$ cat config.mk
export PLATFORM = sky130hd
export DESIGN_NAME = branch_resolve_unit
export DESIGN_NICKNAME = d
export VERILOG_FILES = /design/src/rtl/branch_resolve_unit.sv
export SDC_FILE = /design/constraint.sdc
export NUM_CORES = 1
export LEC_CHECK = 0
export CAP_MARGIN = 15
export CELL_PAD_IN_SITES_DETAIL_PLACEMENT = 0
export CELL_PAD_IN_SITES_GLOBAL_PLACEMENT = 1
export CORE_MARGIN = 5
export CORE_UTILIZATION = 25
export CTS_BUF_LIST = sky130_fd_sc_hd__clkbuf_4 sky130_fd_sc_hd__clkbuf_8 sky130_fd_sc_hd__clkbuf_16
export CTS_CLUSTER_SIZE = 28
export DETAILED_ROUTE_END_ITERATION = 10
export GPL_ROUTABILITY_DRIVEN = 0
export PLACE_DENSITY_LB_ADDON = 0.2
export SLEW_MARGIN = 20
export SYNTH_ARGS = -nofsm -noshare
export SYNTH_HDL_FRONTEND = slang
export SYNTH_SLANG_ARGS = --single-unit
$ cat constraint.sdc
create_clock -name clock -period 3 [get_ports clock]
set_input_delay 0.45 -clock clock [delete_from_list [all_inputs] [get_ports clock]]
set_output_delay 0.45 -clock clock [all_outputs]
set_load 0.005 [all_outputs]
$ cat src/rtl/branch_resolve_unit.sv
// Branch resolve unit: evaluates branch conditions one cycle after a request,
// trains a 2-bit bimodal predictor table and counts mispredicts.
module branch_resolve_unit #(
    parameter int XLEN      = 32,
    parameter int BHT_DEPTH = 16
) (
    input  logic            clock,
    input  logic            reset,
    input  logic [XLEN-1:0] lookup_pc,
    output logic            predict_taken,
    input  logic            in_valid,
    input  logic [2:0]      inst_funct3,
    input  logic [XLEN-1:0] in_pc,
    input  logic [XLEN-1:0] rs1_data,
    input  logic [XLEN-1:0] rs2_data,
    input  logic            in_pred_taken,
    output logic            out_valid,
    output logic            take_branch,
    output logic            mispredict,
    output logic            illegal,
    output logic [15:0]     mispredict_count
);

    localparam int IDX = $clog2(BHT_DEPTH);

    logic [1:0]     bht [BHT_DEPTH];
    logic [IDX-1:0] lookup_idx;
    logic [IDX-1:0] update_idx;
    logic           cond_taken;
    logic           cond_legal;
    logic           cond_mispredict;
    logic           rs_eq;
    logic           rs_lt;
    logic           rs_ltu;

    // PC bits outside the index field are intentionally ignored, so tables alias
    logic unused_pc_bits;
    assign unused_pc_bits = ^{lookup_pc[XLEN-1:IDX+2], lookup_pc[1:0],
                              in_pc[XLEN-1:IDX+2], in_pc[1:0]};

    assign lookup_idx    = lookup_pc[IDX+1:2];
    assign update_idx    = in_pc[IDX+1:2];
    assign predict_taken = bht[lookup_idx][1];

    assign rs_eq  = (rs1_data == rs2_data);
    assign rs_lt  = ($signed(rs1_data) < $signed(rs2_data));
    assign rs_ltu = (rs1_data < rs2_data);

    always_comb begin
        cond_taken = 1'b0;
        cond_legal = 1'b1;
        case (inst_funct3)
            3'b000:  cond_taken = rs_eq;
            3'b001:  cond_taken = !rs_eq;
            3'b100:  cond_taken = rs_lt;
            3'b101:  cond_taken = !rs_lt;
            3'b110:  cond_taken = rs_ltu;
            3'b111:  cond_taken = !rs_ltu;
            default: cond_legal = 1'b0;
        endcase
    end

    assign cond_mispredict = cond_legal && (cond_taken != in_pred_taken);

    always_ff @(posedge clock or posedge reset) begin
        if (reset) begin
            out_valid        <= 1'b0;
            take_branch      <= 1'b0;
            mispredict       <= 1'b0;
            illegal          <= 1'b0;
            mispredict_count <= 16'd0;
            for (int i = 0; i < BHT_DEPTH; i++) begin
                bht[i] <= 2'b01;
            end
        end else begin
            out_valid   <= in_valid;
            take_branch <= in_valid && cond_taken;
            mispredict  <= in_valid && cond_mispredict;
            illegal     <= in_valid && !cond_legal;
            if (in_valid && cond_legal) begin
                // saturating 2-bit counter; lookup sees the pre-update value
                if (cond_taken && bht[update_idx] != 2'b11) begin
                    bht[update_idx] <= bht[update_idx] + 2'd1;
                end else if (!cond_taken && bht[update_idx] != 2'b00) begin
                    bht[update_idx] <= bht[update_idx] - 2'd1;
                end
                if (cond_mispredict && mispredict_count != 16'hFFFF) begin
                    mispredict_count <= mispredict_count + 16'd1;
                end
            end
        end
    end

endmodule

# == Word-level counts from Yosys, hierarchy flattened ==
# Cells that the tools add are included.
# op_classes
bitwise_logic,2
n_mux,14
eq_ne,9
addsub,3
n_reduce_logical,20
order_cmp,5
# op_table
op,n
32-bit bitwise mux,2
32-bit less-than comparator,2
32-bit two-way mux,2
32-bit == test,1
16-bit by 1-bit adder with 16-bit output (second input constant),1
2-bit binary-select mux with 4-bit select,2
16-bit inequality test (second input constant),1
3-bit == test (second input constant),4
5-bit >= comparator (second input constant),2
2-bit two-way mux,5
4-bit NOT with 5-bit output,2
1-bit logical AND,9
2-bit demux with 4-bit select,1
1-bit case mux with 6 select lines,1
6-bit OR reduction,1
1-bit logical NOT,5
5-bit by 1-bit less-than comparator with 1-bit output (second input constant),1
2-bit AND reduction,2
2-bit nonzero test,2
3-bit by 1-bit == test with 1-bit output (second input constant),1
3-bit logical NOT,1
2-bit by 1-bit adder with 2-bit output (second input constant),1
2-bit inequality test (second input constant),1
2-bit by 1-bit subtractor with 2-bit output (second input constant),1
2 further kinds,2
# totals
wordCells,74
regBits,52
output_inout_bits,21
input_bits,135

# == Logic depth before layout (Yosys ltp) ==
# logic_depth
ltp_word,8
ltp_mapped,15
ltp_nobuf,12

# == Least setup slack after synthesis ==
# Ideal clock, no wire load.
# synth_timing
path_type,in2reg
start,input port in_pc[2]
end,register bht[15] (netlist name)
path_buffers,3
setup_ns,0.128
cell_stages,15
arrival_ns,3.106
setup_slack_ns,-0.233
t_required_ns,2.872
path_cell_list,buf_2 > mux4_2 > mux2i_1 > nand2_1 > o21ai_1 > clkbuf_1 > inv_1 > ha_1 > nand2_1 > nand2_1 > nand2_1 > o221a_2 > buf_6 > nand4_1 > mux2_1
# synth_via
elab_chain_cells,8
word_cells_on_any_way,21
cone_classes,2 x add/sub; 2 x order compare; 1 x eq/ne; 9 x mux; 1 x bitwise; 6 x reduce/logical
# synth_rtl
item,line,rtl
from (decl),13,"input logic [XLEN-1:0] in_pc,"
4-bit NOT with 5-bit output (not written as such) (*),n/a,
2-bit binary-select mux with 4-bit select (tied with other cells),n/a,
2-bit two-way mux (not written as such) or 1-bit logical AND (tied branches),n/a,
2-bit two-way mux (on tied branches),n/a,
2-bit by 1-bit subtractor with 2-bit output (tied with other cells),85,bht[update_idx] <= bht[update_idx] - 2'd1;
32-bit bitwise mux (tied with other cells),85,
32-bit two-way mux or 2-bit nonzero test (tied branches),n/a,
32-bit two-way mux or 2-bit AND reduction (tied branches),n/a,
"to (signal, indexed assignment)",83,bht[update_idx] <= bht[update_idx] + 2'd1;
"to (signal, indexed assignment)",85,
to (decl),26,logic [1:0] bht [BHT_DEPTH];
# Every way passes the cells marked *; elsewhere a longest branch is shown, timed or not. The select of a mux whose other input is x is not followed.
# A chain may end at the register's enable or synchronous reset.

# == Final worst setup path ==
# layout_timing
start,input port rs1_data[22]
end,register bht[1] (netlist name)
# layout_via
elab_chain_cells,7
word_cells_on_any_way,13
cone_classes,2 x order compare; 1 x eq/ne; 2 x mux; 8 x reduce/logical
# layout_rtl
item,line,rtl
from (decl),14,"input logic [XLEN-1:0] rs1_data,"
32-bit less-than comparator (tied with other cells),47,assign rs_ltu = (rs1_data < rs2_data);
1-bit logical NOT (on tied branches),"58, 54, 56",
1-bit case mux with 6 select lines (*),52,case (inst_funct3)
1-bit logical NOT,84,end else if (!cond_taken && bht[update_idx] != 2'b00) begin
1-bit logical AND,84,
2-bit nonzero test (no line),n/a,
2-bit AND reduction (no line),n/a,
# Every way passes the cells marked *; elsewhere a longest branch is shown, timed or not.

==> run_results.csv <==
group,metric,value,unit
outcome,run_status,"finished clean",
final_layout,fillers,1602,
power_and_ir_drop,power.density,559,nW/um2
synthesis,synth_compound_area_frac,0.0481,
power_and_ir_drop,internal_power,2.29,mW
worst_hold_path,min_from,"mispredict_count[15]$_DFFE_PP0P_",
floorplanning,core_area,15700,um2
floorplanning,rows,46,
synthesis,synthSimpleGateAreaFrac,0.176,
power_and_ir_drop,leakagePower,2.62,nW
floorplanning,die-area,18400,um2
route,vias,3489,
synthesis,synth-seq-area-share,0.334,
worst_setup_path,crit_type,"in2reg",
worst_setup_path,arrival,3110,ps
worst_setup_path,crit_required,3180,ps
worst_setup_path,path_cells,"dlygate4sd2_1 > ha_4 > nand4_1 > nor4_4 > buf_4 > o31a_1 > mux2_4 > a21o_4 > xor2_4 > buf_12 > mux2_4",
synthesis,async_reset_ff_frac,1.00,
worst_setup_path,worstSetupStartpoint,"rs1_data[22]",
timing,period_minus_slack,2930,ps
power_and_ir_drop,comb_power_share,0.468,
route,ant_nets,0,
global_route,grt-ovfl-total,0,
worst_setup_path,r2r-start,"bht[1]$_DFFE_PP0P_",
placement,hpwl,8850,um
synthesis,synth_mux_area_frac,0.228,
worst_setup_path,reg2regPathDepth,10,
synthesis,synth_nets,554,
power_and_ir_drop,p_sw,1.14,mW
final_layout,syn_to_final_growth,55.1,%
placement,place_area,5450,um2
clocking,htreeDepth,2,
clocking,hold_buffers,0,
route,routed_via_density,4.70,
global_route,grt_pass1_vias,3701,
synthesis,synth-edff-count,0,
timing,setup_viol,0,
global_route,antenna_found_initial,0,
global_route,grt_pass1_wl,19400,um
worst_setup_path,crit_fanout,8,
timing,max-slew-margin-rel,0.645,
global_route,grt.total_usage,0.132,
timing,finalCritPeriodShare,0.976,
synthesis,synthAdderAreaFrac,0.111,
clocking,cts_tree,"yes",
floorplanning,die_w,136,um
floorplanning,boundaryPins,156,
clocking,cts_buffer_depth,2,
synthesis,ys_warn_count,0,
final_layout,design_area,6130,um2
synthesis,synthXorXnorAreaFrac,0.0440,
worst_setup_path,slowest_delay,420,ps
clocking,worstSkewPairLatency,300,ps
route,drcViolationCount,0,
worst_setup_path,endpoint_kind,"register",
synthesis,syn_inst,384,
job,max_cap_viol_count,0,
synthesis,synth-seq-cells,52,
worst_hold_path,hold_path_depth,1,
route,drt_iter0_markers,123,
power_and_ir_drop,finalPower,3.43,mW
synthesis,synth-main-ff-cell,"dfrtp_1",
placement,io_buffers,99,
synthesis,synth_top_family_by_area,"multiplexers",
clocking,root_buffer,"clkbuf_16",
timing,drv_slew,0,
worst_setup_path,worst_setup_path_start_kind,"input pin",
clocking,clock_sinks,52,
worst_setup_path,rrSetupSlack,160,ps
route,wl,12200,um
clocking,cts.reportedPaths.clkPinSlew,70,ps
final_layout,drive_gt1_frac,0.371,
route,first_pass_iters,4,
power_and_ir_drop,swShare,0.333,
floorplanning,die_h,136,um
worst_setup_path,crit_path_frequent_cell,"mux2_4",
timing,hold_viol_final,0,
clocking,numCtsBuffers,5,
worst_setup_path,cp_slowest_cell,"nor4_4",
timing,tightest_slew,532,ps
synthesis,netlist_area,3950,um2
final_layout,fin_nets,695,
final_layout,diodes,0,
floorplanning,initial_core_util,0.252,
global_route,grt_max_degree,25,
worst_hold_path,min_path_type,"reg2reg",
power_and_ir_drop,peakVddDrop,0.331,mV
timing,finClkSkew,4.27,ps
synthesis,synth_area_per_cell,10.3,um2
power_and_ir_drop,seqPwrFrac,0.359,
route,wire_per_inst,16.4,um
synthesis,yosysUniqueCellTypes,49,
power_and_ir_drop,p_clk_frac,0.173,
timing,max_freq,0.341,GHz
## placed cells by master, fill, tap and decap left out, types with 14 or more instances in the layout
master and instances:
dfrtp_1 36, nor4_1 14, dfstp_2 16, mux4_2 14, inv_1 16, nand2_1 25, dlygate4sd2_1 54, inv_2 24
mux2_2 27, buf_4 40, ha_4 24, clkdlybuf4s50_1 38, nand4_1 27
## cell type report
cell class	count	area, um2	area share
well taps	216	270	0.0441
clock buffers	5	125	0.0204
flip-flops and latches	52	1320	0.216
inverters	40	150	0.0245
clock inverters	3	22.5	0.00367
multi-input cells	279	2860	0.467
repair buffers	147	1380	0.225
## logic make-up (layout without fill, tap and decap cells)
group / Yosys count / after routing
AOI/OAI and AO/OA: 30 / 31
xor gates and xnor gates: 19 / 19
adders and majority gates: 35 / 35
buffers and inverters: 54 / 195
DFF: 52 / 52
muxes: 67 / 67
and+or+nand+nor: 127 / 127
## synth_stat cells (2+ instances only)
| cell type | n | area [um2] |
|---|---|---|
| nor3_1 | 12 | 60.1 |
| mux2_2 | 33 | 372 |
| and3_1 | 2 | 12.5 |
| and2_1 | 4 | 25.0 |
| dfrtp_1 | 36 | 901 |
| clkbuf_1 | 5 | 18.8 |
| o21ai_0 | 4 | 20.0 |
| inv_1 | 40 | 150 |
| nand4_1 | 27 | 169 |
| ha_1 | 35 | 438 |
| mux2_1 | 3 | 33.8 |
| mux4_2 | 14 | 315 |
| mux2i_1 | 15 | 150 |
| nor2_1 | 12 | 45.0 |
| nor2b_1 | 6 | 37.5 |
| a21o_1 | 2 | 15.0 |
| nand2_1 | 27 | 101 |
| and4_1 | 2 | 17.5 |
| nor4_1 | 14 | 87.6 |
| buf_2 | 4 | 20.0 |
| mux2_4 | 2 | 30.0 |
| nor4_2 | 2 | 25.0 |
| nand3_1 | 11 | 55.1 |
| a21oi_1 | 14 | 70.1 |
| xnor2_1 | 13 | 114 |
| dfstp_2 | 16 | 420 |
| xor2_1 | 5 | 43.8 |
| buf_6 | 3 | 33.8 |
## final timing paths
path	endpoint
min	mispredict_count[15]$_DFFE_PP0P_
max	bht[1]$_DFFE_PP0P_
max in group asynchronous	asynchronous set/reset pin
min reg2reg	mispredict_count[15]$_DFFE_PP0P_
min in group asynchronous	mispredict$_DFF_PP0_
max reg2reg	bht[25]$_DFFE_PP0P_
## metrics by stage
| stage | setup WS [ps] | cells | TNS (ps) | utilization | hold WS (ps) |
|---|---|---|---|---|---|
| after floorplan | 2.04 | 384 | 0 | - | 477 |
| after global placement | -661 | 722 | -25170 | 0.347 | 497 |
| after detailed placement | -690 | 722 | -26650 | 0.347 | 490 |
| after CTS | 5.46 | 740 | 0 | 0.386 | 503 |
| after global routing | -2.55 | 742 | -4.31 | 0.390 | 524 |
| final | 71.5 | 742 | 0 | 0.390 | 500 |
## routing by layer
layer / global-route usage / part of all wire / up-vias
met5: 0 / 0 / -
met4: 0.0314 / 0.014 / 0
met3: 0.0286 / 0.053 / 13
met2: 0.220 / 0.46 / 96
met1: 0.175 / 0.47 / 1688
li1: - / - / 1692
## power by group through the flow
stage          Clock [mW]  Combinational (mW)  Sequential (mW)
6_report            0.594                1.60             1.23
5_1_grt             0.646                1.72             1.27
4_1_cts             0.618                1.59             1.23
3_5_place_dp            0                1.28             1.24
3_3_place_gp            0                1.26             1.25
2_1_floorplan           0               0.776             1.16
## worst max-delay path: cells and delay by family
| family | cells | cell delay, ps |
|---|---|---|
| buf+inv | 3 | 590 |
| mux | 2 | 590 |
| simple gates | 2 | 590 |
| compound gates | 2 | 410 |
| fa+ha+maj | 1 | 270 |
| xor+xnor | 1 | 210 |
## timing repair
action | in CTS | in global routing
cloned | 3 | 0
endpoints found under the setup margin | 49 | 29
gates resized for setup | 131 | 19
pin swaps | 14 | 20
setup buffers | 7 | 2
(Power assumes the default switching activity.)
